$ cat src/rtl/uart_command_sender.sv
// Turns debounced button presses into one-byte UART commands. Each command is
// retried on ack timeout, and the outcome is reported as strobes and saturating counters.
module uart_command_sender #(
    parameter int TIMEOUT_CYCLES = 1000000,
    parameter int MAX_RETRY      = 3
) (
    input  logic       clk,
    input  logic       reset_n,
    input  logic       btnU,
    input  logic       btnL,
    input  logic       btnD,
    input  logic       btnR,
    input  logic       btnC,
    input  logic [1:0] sw,
    output logic [7:0] tx_data,
    output logic       tx_transmit,
    input  logic       tx_idle,
    input  logic [7:0] rx_data,
    input  logic       rx_receive,
    output logic       busy,
    output logic       ack_ok,
    output logic       error,
    output logic [7:0] last_cmd,
    output logic [7:0] ack_count,
    output logic [7:0] err_count
);

    localparam int TW = $clog2(TIMEOUT_CYCLES);
    localparam int RW = (MAX_RETRY > 0) ? $clog2(MAX_RETRY + 1) : 1;
    localparam logic [TW-1:0] TIMEOUT_LAST = TW'(TIMEOUT_CYCLES - 1);
    localparam logic [RW-1:0] RETRY_LAST   = RW'(MAX_RETRY);

    typedef enum logic [1:0] {
        IDLE,
        SEND,
        WAIT_ACK
    } state_t;

    // Bit order sets the priority: U is bit 0 and wins over everything else.
    logic [4:0] btn_raw;
    logic [4:0] edge_vec;
    assign btn_raw = {btnC, btnR, btnD, btnL, btnU};

    generate
        for (genvar gi = 0; gi < 5; gi++) begin : g_btn
            logic sync1_reg;
            logic sync2_reg;
            logic prev_reg;
            logic edge_reg;

            always_ff @(posedge clk) begin
                if (!reset_n) begin
                    sync1_reg <= 1'b0;
                    sync2_reg <= 1'b0;
                    prev_reg  <= 1'b0;
                    edge_reg  <= 1'b0;
                end else begin
                    sync1_reg <= btn_raw[gi];
                    sync2_reg <= sync1_reg;
                    prev_reg  <= sync2_reg;
                    edge_reg  <= sync2_reg & ~prev_reg;
                end
            end

            assign edge_vec[gi] = edge_reg;
        end
    endgenerate

    logic       new_valid;
    logic [7:0] new_cmd;

    always_comb begin
        new_valid = |edge_vec;
        new_cmd   = 8'h00;
        if (edge_vec[0]) begin
            new_cmd = 8'h77;
        end else if (edge_vec[1]) begin
            new_cmd = 8'h61;
        end else if (edge_vec[2]) begin
            new_cmd = 8'h73;
        end else if (edge_vec[3]) begin
            new_cmd = 8'h64;
        end else if (edge_vec[4]) begin
            case (sw)
                2'b00:   new_cmd = 8'h20;
                2'b01:   new_cmd = 8'h63;
                2'b10:   new_cmd = 8'h6D;
                default: new_cmd = 8'h79;
            endcase
        end
    end

    function automatic logic [7:0] ack_for(input logic [7:0] cmd);
        case (cmd)
            8'h77:   ack_for = 8'h57;
            8'h61:   ack_for = 8'h41;
            8'h73:   ack_for = 8'h53;
            8'h64:   ack_for = 8'h44;
            8'h20:   ack_for = 8'h5A;
            8'h63:   ack_for = 8'h43;
            8'h6D:   ack_for = 8'h4D;
            8'h79:   ack_for = 8'h59;
            default: ack_for = 8'h00;
        endcase
    endfunction

    state_t        state_reg;
    logic          pend_valid_reg;
    logic [7:0]    pend_cmd_reg;
    logic [7:0]    cmd_reg;
    logic [7:0]    exp_ack_reg;
    logic [TW-1:0] timeout_reg;
    logic [RW-1:0] retry_reg;
    logic [7:0]    tx_data_reg;
    logic          tx_transmit_reg;
    logic          busy_reg;
    logic          ack_ok_reg;
    logic          error_reg;
    logic [7:0]    last_cmd_reg;
    logic [7:0]    ack_count_reg;
    logic [7:0]    err_count_reg;

    // A fresh edge takes precedence over consumption, so a press landing in
    // the same cycle IDLE takes the old entry refills the buffer.
    always_ff @(posedge clk) begin
        if (!reset_n) begin
            pend_valid_reg <= 1'b0;
            pend_cmd_reg   <= 8'h00;
        end else if (new_valid) begin
            pend_valid_reg <= 1'b1;
            pend_cmd_reg   <= new_cmd;
        end else if (state_reg == IDLE && pend_valid_reg) begin
            pend_valid_reg <= 1'b0;
        end
    end

    always_ff @(posedge clk) begin
        if (!reset_n) begin
            state_reg       <= IDLE;
            cmd_reg         <= 8'h00;
            exp_ack_reg     <= 8'h00;
            timeout_reg     <= '0;
            retry_reg       <= '0;
            tx_data_reg     <= 8'h00;
            tx_transmit_reg <= 1'b0;
            busy_reg        <= 1'b0;
            ack_ok_reg      <= 1'b0;
            error_reg       <= 1'b0;
            last_cmd_reg    <= 8'h00;
            ack_count_reg   <= 8'h00;
            err_count_reg   <= 8'h00;
        end else begin
            tx_transmit_reg <= 1'b0;
            ack_ok_reg      <= 1'b0;
            error_reg       <= 1'b0;
            busy_reg        <= (state_reg != IDLE);

            case (state_reg)
                IDLE: begin
                    if (pend_valid_reg) begin
                        cmd_reg      <= pend_cmd_reg;
                        exp_ack_reg  <= ack_for(pend_cmd_reg);
                        last_cmd_reg <= pend_cmd_reg;
                        retry_reg    <= '0;
                        state_reg    <= SEND;
                    end
                end

                SEND: begin
                    if (tx_idle) begin
                        tx_data_reg     <= cmd_reg;
                        tx_transmit_reg <= 1'b1;
                        timeout_reg     <= '0;
                        state_reg       <= WAIT_ACK;
                    end
                end

                WAIT_ACK: begin
                    // A matching ack is checked first so it beats a coincident timeout.
                    if (rx_receive && rx_data == exp_ack_reg) begin
                        ack_ok_reg <= 1'b1;
                        if (ack_count_reg != 8'hFF) begin
                            ack_count_reg <= ack_count_reg + 8'd1;
                        end
                        state_reg <= IDLE;
                    end else if (timeout_reg == TIMEOUT_LAST) begin
                        if (retry_reg != RETRY_LAST) begin
                            retry_reg <= retry_reg + 1'b1;
                            state_reg <= SEND;
                        end else begin
                            error_reg <= 1'b1;
                            if (err_count_reg != 8'hFF) begin
                                err_count_reg <= err_count_reg + 8'd1;
                            end
                            state_reg <= IDLE;
                        end
                    end else begin
                        timeout_reg <= timeout_reg + 1'b1;
                    end
                end

                default: state_reg <= IDLE;
            endcase
        end
    end

    assign tx_data     = tx_data_reg;
    assign tx_transmit = tx_transmit_reg;
    assign busy        = busy_reg;
    assign ack_ok      = ack_ok_reg;
    assign error       = error_reg;
    assign last_cmd    = last_cmd_reg;
    assign ack_count   = ack_count_reg;
    assign err_count   = err_count_reg;

endmodule

$ cat config.mk
export PLATFORM = sky130hd
export DESIGN_NAME = uart_command_sender
export DESIGN_NICKNAME = d
export VERILOG_FILES = /design/src/rtl/uart_command_sender.sv
export SDC_FILE = /design/constraint.sdc
export NUM_CORES = 1
export LEC_CHECK = 0
export ABC_AREA = 1
export CORE_MARGIN = 1
export CORE_UTILIZATION = 50
export DETAILED_ROUTE_END_ITERATION = 6
export GPL_TIMING_DRIVEN = 0
export PLACE_DENSITY_LB_ADDON = 0.08
export SETUP_SLACK_MARGIN = 0.1
export SYNTH_ARGS = -nofsm -noshare
export SYNTH_HDL_FRONTEND = slang
export SYNTH_SLANG_ARGS = --single-unit
$ cat constraint.sdc
create_clock -name clk -period 1.6 [get_ports clk]
set_clock_uncertainty 0.1 [all_clocks]
set_input_delay 0.32 -clock clk [delete_from_list [all_inputs] [get_ports clk]]
set_output_delay 0.32 -clock clk [all_outputs]
set_load 0.005 [all_outputs]
==> results.tsv, run 1 <==
stage	metric	value	unit
worst_setup_path	critical path class	flop to flop	
pwr	internal power	3.25	mW
layout	max FFs per register	20	
place	RePlAce Congestion	0.902	
routing	Residual DRC	10	
pwr	Clock Power Share	0.338	
run	Max Cap Viol	0	
layout	ratio of cells with drive above 1 in the final layout	0.325	
worst_setup_path	crit-path max FO	5	
sta	Slew Limit Fails	0	
clocking	CTS buffer count	9	
layout	Finished Layout Cells	903	
place	DP HPWL	8070	um
pwr	switching portion of total power	0.293	
clocking	Clk Latency, worst-skew pair	0.37	ns
layout	diode count	0	
floorplanning	Floorplan Core Area	8810	um2
pwr	combinational fraction of design power	0.139	
sta	final hold slack	0.266	ns
clocking	CTS clk-pin slew, worst paths	0.11	ns
global_routing	GR Util met2	0.444	
pwr	Power per Cell Area	720	nW/um2
worst_setup_path	startpoint type of the worst setup path	flop	
place	Port Buffers	51	
global_routing	total track usage	0.257	
worst_setup_path	Required @ worst endpoint	1.79	ns
layout	Layout area overhead	39.4	%
place	placed cell count	844	
clocking	# clock sinks	92	
logic_synthesis	Synth Register Bits	92	
sta	worst rel slew slack	0.504	
layout	Final Net Count	813	
floorplanning	die area	9560	um2
sta	Final Setup Violations	31	
routing	routed len/inst	14.1	um
clocking	H-tree level count	3	
global_routing	largest net degree at the start of global routing	18	
worst_setup_path	Worst setup EP type	flop	
logic_synthesis	syn_area_per_cell	6.71	um2
routing	Iter 0 DRT Violations	254	
clocking	clock root cell	clkbuf_8	
logic_synthesis	Synth area leaders	dfxtp_1 40%, nand2_1 13%, nor2_1 8.6%, inv_1 7.0%, nand3_1 6.9%	
logic_synthesis	sequential area share after synthesis	0.401	
sta	setup TNS	-1.84	ns
pwr	Leak	2.69	nW
sta	clock period minus worst slack	1.69	ns
global_routing	global route overflow	0	
sta	Slew @ Worst Pin	0.744	ns
clocking	Hold-fix buffers, CTS	0	
logic_synthesis	Mapped Cells	684	
logic_synthesis	Yosys warning total	0	
floorplanning	die height	97.8	um
global_routing	vias in the first global route	4401	
worst_hold_path	Worst Hold Class	input port to flop	
status	failing checks	design-rule violations, negative setup slack	
routing	total wire length	12700	um
pwr	VDD IR-drop max	0.502	mV
routing	final antenna-violating net count	0	
global_routing	met1 Use GR	0.330	
logic_synthesis	synthesized area	4590	um2
sta	RSZ-0062 raised after global routing	true	
clocking	Max Root-Sink Buffers	2	
sta	worst setup margin	-0.0898	ns
floorplanning	Initial Util	0.521	
sta	fmax	592	MHz
sta	Hold Vio Cnt, Final	0	
floorplanning	Die Wd	97.8	um
pwr	switching pwr	1.35	mW
global_routing	initial antenna violation count	0	
global_routing	GRT Max-Usage Layer	met2	
pwr	Flop pwr share	0.523	
logic_synthesis	Yosys top cell by area	dfxtp_1	
global_routing	global-route wire length before repair	19900	um
floorplanning	row cnt	34	
status	status	finished, violations left	
clocking	TritonCTS clock tree	done	
logic_synthesis	Synth top area share	0.401	
sta	crit share post-route	1.06	
routing	detailed-route via count	4770	
logic_synthesis	Yosys cell types	34	
worst_setup_path	Data arrival, critical path	1.88	ns
global_routing	Global Route met3 Usage	0.0336	
routing	Vias/cell	5.28	
place	pre-CTS setup slack	-0.658	ns
floorplanning	num ports	55	
routing	Pre-antenna DRT Iters	7	
[power groups by stage]
stage	sequential (mW)	combinational [mW]	clock (mW)
floorplan	2.46	0.291	0
global placement	2.47	0.451	0
detailed placement	2.47	0.463	0
CTS	2.41	0.538	1.57
global route	2.42	0.697	1.68
finish	2.41	0.640	1.56
[routing by layer]
metal / vias to the layer above / share of wire
met5: - / 0
met4: 0 / 0.016
met3: 21 / 0.048
met2: 136 / 0.48
met1: 2237 / 0.46
li1: 2376 / -
[cell families after synthesis]
| group | count (synthesis) | share of synthesized area |
|---|---|---|
| and+or+nand+nor | 371 | 0.352 |
| xor gates and xnor gates | 22 | 0.0420 |
| other | 1 | 0.000817 |
| AOI/OAI and AO/OA | 83 | 0.0941 |
| adders and majority gates | 4 | 0.0109 |
| DFF | 92 | 0.401 |
| buffers and inverters | 111 | 0.0987 |
[layout by cell type (no fill, tap or decap), types with 11 or more instances in the layout]
cell	n
nor2_1	82
xor2_1	13
nor2_4	15
nand2_1	131
nand3_2	14
a21oi_1	35
nand2_2	27
o21ai_0	22
dfxtp_1	37
buf_4	35
a21oi_2	13
dfxtp_4	11
inv_2	12
dlygate4sd2_1	39
nand3_1	44
nor2_2	18
inv_1	74
buf_6	12
dfxtp_2	44
[repair_timing]
item	in CTS	in global routing
hold endpoints to repair	0	0
pin swaps	47	40
cloned	4	0
buffers inserted	29	10
endpoints found under the setup margin	80	52
gates resized for setup	147	131
[worst max-delay path, cell delays in order, from the launching register on]
cell and delay [ns]:
dfxtp_4 0.37, ha_4 0.15, nand2_4 0.06, inv_4 0.06
nand2_2 0.06, nor2_4 0.11, nand3_4 0.10, nand3_4 0.12
buf_6 0.15, buf_6 0.14, nand3_2 0.07, a21oi_2 0.12
[area by class of cell]
type / instances / area (um2)
fillers: 714 / 2410
plain buffers: 22 / 143
inverters: 89 / 342
repair buffers: 93 / 832
well taps: 108 / 135
clock buffers: 10 / 138
multi-input cells: 483 / 2810
flip-flops and latches: 92 / 1940
clock inverters: 6 / 57.6
[cell usage after synthesis]
cell type	number
o21ai_0	26
nand3_2	1
a41oi_1	1
a31oi_1	2
nand3_1	63
nor2_1	105
buf_6	3
nor3_1	11
a22oi_1	1
a21oi_1	48
nor2_2	9
nor2_4	1
clkinv_2	1
xor2_1	13
nand2_1	160
clkbuf_1	13
conb_1	1
buf_4	2
nor4_1	1
nand2_4	2
buf_2	4
dfxtp_1	92
nand4_1	10
inv_2	2
o21ai_1	2
or2_2	1
inv_1	86
nand2_2	3
nor2_8	1
nand3b_1	2
a211oi_1	3
ha_1	4
nand4_4	1
xnor2_1	9
[final timing paths]
check                           cells after the start                end              start  slack, ns
worst max-delay path                               11     timeout_reg[6]     timeout_reg[0]      -0.09
worst min register to register                      1  g_btn[0].edge_reg  g_btn[0].prev_reg       0.28
worst min-delay path                                3     exp_ack_reg[1]            reset_n       0.27
worst max register to register                     11     timeout_reg[6]     timeout_reg[0]      -0.09
[per-stage QoR]
stage / cell area, um2 / power [mW] / util
2_1_floorplan: 4610 / 2.75 / -
3_3_place_gp: 5260 / 2.92 / 0.597
3_5_place_dp: 5260 / 2.93 / 0.597
4_1_cts: 5930 / 4.51 / 0.674
5_1_grt: 6390 / 4.79 / 0.726
6_report: 6390 / 4.60 / 0.726
No activity file was read; power rests on OpenSTA's default activity.
==> run 2, diff against run 1 <==
CORE_UTILIZATION = 60   (was 50)
DONT_BUFFER_PORTS = 1   (was unset)
clock period = 2.2 ns   (was 1.6 ns; I/O delays follow)
==> results.tsv, run 2 (synthesis results as in run 1) <==
stage	metric	value	unit	change
worst_setup_path	reg-to-reg startpoint	timeout_reg[0]		
clocking	setup bufs post-CTS	0		-100%
floorplanning	num ports	55		unchanged
pwr	combinational fraction of design power	0.087		-0.052
clocking	CTS clk-pin slew, worst paths	0.10	ns	about the same
clocking	# clock sinks	92		unchanged
clocking	CTS buffer count	9		unchanged
worst_setup_path	Data arrival, critical path	2.08	ns	+0.20 ns
sta	crit share post-route	0.885		-0.171
layout	max FFs per register	20		unchanged
layout	Final Instance Area	4910	um2	-23%
sta	Slew Limit Fails	0		unchanged
worst_setup_path	Crit path largest cell delay	0.40	ns	+0.03 ns
layout	Finished Layout Cells	800		-11%
clocking	Clk Latency, worst-skew pair	0.37	ns	about the same
place	DP Area	4720	um2	-10%
global_routing	total track usage	0.270		+0.0132
clocking	Max Root-Sink Buffers	2		unchanged
routing	DR top layer	met4		
routing	Vias/cell	5.23		-1.0%
sta	Final Setup Violations	0		-100%
worst_setup_path	startpoint type of the worst setup path	flop		
pwr	internal power	2.25	mW	-31%
global_routing	global route overflow	0		unchanged
routing	Residual DRC	0		-10
worst_hold_path	Worst Hold Class	input port to flop		
routing	routed len/inst	12.8	um	-8.8%
floorplanning	die height	89.4	um	-8.5%
routing	Iter 0 DRT Violations	244		-3.9%
global_routing	largest net degree at the start of global routing	19		+1
sta	RSZ-0062 raised after global routing	false		
floorplanning	Floorplan Core Area	7330	um2	-17%
layout	Final Net Count	719		-12%
clocking	Hold-fix buffers, CTS	0		unchanged
worst_setup_path	critical path class	flop to flop		
clocking	clock root cell	clkbuf_8		
status	status	finished, final reports clean		
routing	Met2 Wirelength	4930	um	-19%
layout	most frequent cells in the layout	160 x nand2_1, 105 x nor2_1, 91 x dfxtp_1		
layout	diode count	0		unchanged
run	Max Cap Viol	0		unchanged
worst_setup_path	crit-path max FO	10		+5
worst_hold_path	hold_sp	btnU		
sta	clock period minus worst slack	1.95	ns	+0.258 ns
layout	Layout area overhead	7.04	%	
clocking	post-cts gate resize count	1		-99%
place	RePlAce Congestion	0.912		+1.1%
global_routing	vias in the first global route	3696		-16%
worst_setup_path	most frequent CP cell	nand2_1		
sta	Slew @ Worst Pin	0.571	ns	-0.173 ns
routing	met3 WL	549	um	-10%
sta	worst rel slew slack	0.619		+0.115
pwr	Power per Cell Area	641	nW/um2	-11%
floorplanning	Die Wd	89.4	um	-8.5%
floorplanning	row cnt	31		-8.8%
routing	DRT met1 WL	4640	um	-20%
sta	fmax	513	MHz	-13%
clocking	H-tree level count	3		unchanged
layout	ratio of cells with drive above 1 in the final layout	0.0699		-0.255
place	placed cell count	784		-7.1%
pwr	switching portion of total power	0.286		-0.00662
pwr	Clock Power Share	0.353		+0.015
worst_setup_path	Worst setup EP type	flop		
worst_setup_path	crit-path cells	ha_2 > nand2_2 > inv_2 > nand2_1 > nor2_1 > nand3_1 > nand3_2 > nand2_4 > buf_6 > nand2_1 > a21oi_1		
routing	total wire length	10300	um	-19%
worst_setup_path	CP max-delay cell	dfxtp_2		
place	Port Buffers	0		-100%
layout	commonest non-fill, non-tap cell in the layout	nand2_1		
global_routing	initial antenna violation count	0		unchanged
clocking	TritonCTS clock tree	done		
pwr	Leak	1.97	nW	-27%
routing	Pre-antenna DRT Iters	5		-2
pwr	VDD IR-drop max	0.567	mV	+13%
sta	setup TNS	0	ns	+1.84 ns
pwr	switching pwr	0.901	mW	-33%
floorplanning	die area	8000	um2	-16%
routing	detailed-route via count	4182		-12%
sta	Hold Vio Cnt, Final	0		unchanged
floorplanning	Initial Util	0.626		+0.105
place	DP HPWL	7740	um	-4.0%
worst_setup_path	Required @ worst endpoint	2.34	ns	+0.55 ns
layout	fillers	645		-9.7%
pwr	Flop pwr share	0.560		+0.037
global_routing	global-route wire length before repair	16500	um	-17%
routing	final antenna-violating net count	0		unchanged
worst_setup_path	Critical Path Source	timeout_reg[0]		
[run 2: cell count changes in the layout (fill, tap and decap cells not counted), moves of 14 or more]
cell and delta:
nand3_1 +19, nor2_4 -14, nand2_2 -24, buf_4 -33, nor2_1 +23, dlygate4sd2_1 -39
dfxtp_1 +54, nand2_1 +29, dfxtp_2 -43
[run 2: final timing paths]
path | cells after the start | to | slack (ns)
worst max-delay path | 11 | timeout_reg[7] | 0.25
worst min-delay path | 2 | g_btn[0].sync1_reg | 0.06
worst max register to register | 11 | timeout_reg[7] | 0.25
worst min register to register | 1 | g_btn[0].edge_reg | 0.29
[run 2: power by group through the flow]
stage	logic (mW)	clock network [mW]	registers (mW)
2_1_floorplan	0.210	0	1.79
3_3_place_gp	0.262	0	1.80
3_5_place_dp	0.271	0	1.80
4_1_cts	0.273	1.14	1.76
5_1_grt	0.312	1.21	1.77
6_report	0.275	1.11	1.76
[run 2: layer usage]
| layer | vias to the layer above | global-route usage |
|---|---|---|
| met3 | 12 | 0.0665 |
| met1 | 1890 | 0.338 |
| met2 | 97 | 0.455 |
| met5 | - | 0 |
| li1 | 2183 | - |
| met4 | 0 | 0.0909 |
[run 2: per-stage QoR]
step | worst slack, ns | total power [mW] | hold slack [ns] | utilization
floorplan | 0.456 | 2.00 | 0.268 | -
global placement | 0.176 | 2.06 | 0.274 | 0.643
detailed placement | 0.122 | 2.07 | 0.271 | 0.643
CTS | 0.151 | 3.17 | 0.0469 | 0.670
global route | 0.109 | 3.29 | 0.0365 | 0.670
finish | 0.252 | 3.15 | 0.0597 | 0.670
[run 2: cell type report]
| type | instances | area [um2] | area share |
|---|---|---|---|
| multi-input cells | 482 | 2300 | 0.468 |
| well taps | 99 | 124 | 0.0252 |
| plain buffers | 22 | 118 | 0.0239 |
| inverters | 89 | 335 | 0.0683 |
| clock buffers | 9 | 124 | 0.0252 |
| clock inverters | 7 | 67.6 | 0.0138 |
| flip-flops and latches | 92 | 1840 | 0.375 |
[run 2: critical path, delay by kind of cell (launching register included)]
family / cells / cell delay [ns]
fa+ha+maj: 1 / 0.27
compound gates: 1 / 0.06
buf+inv: 2 / 0.25
flops: 1 / 0.40
simple gates: 7 / 0.73
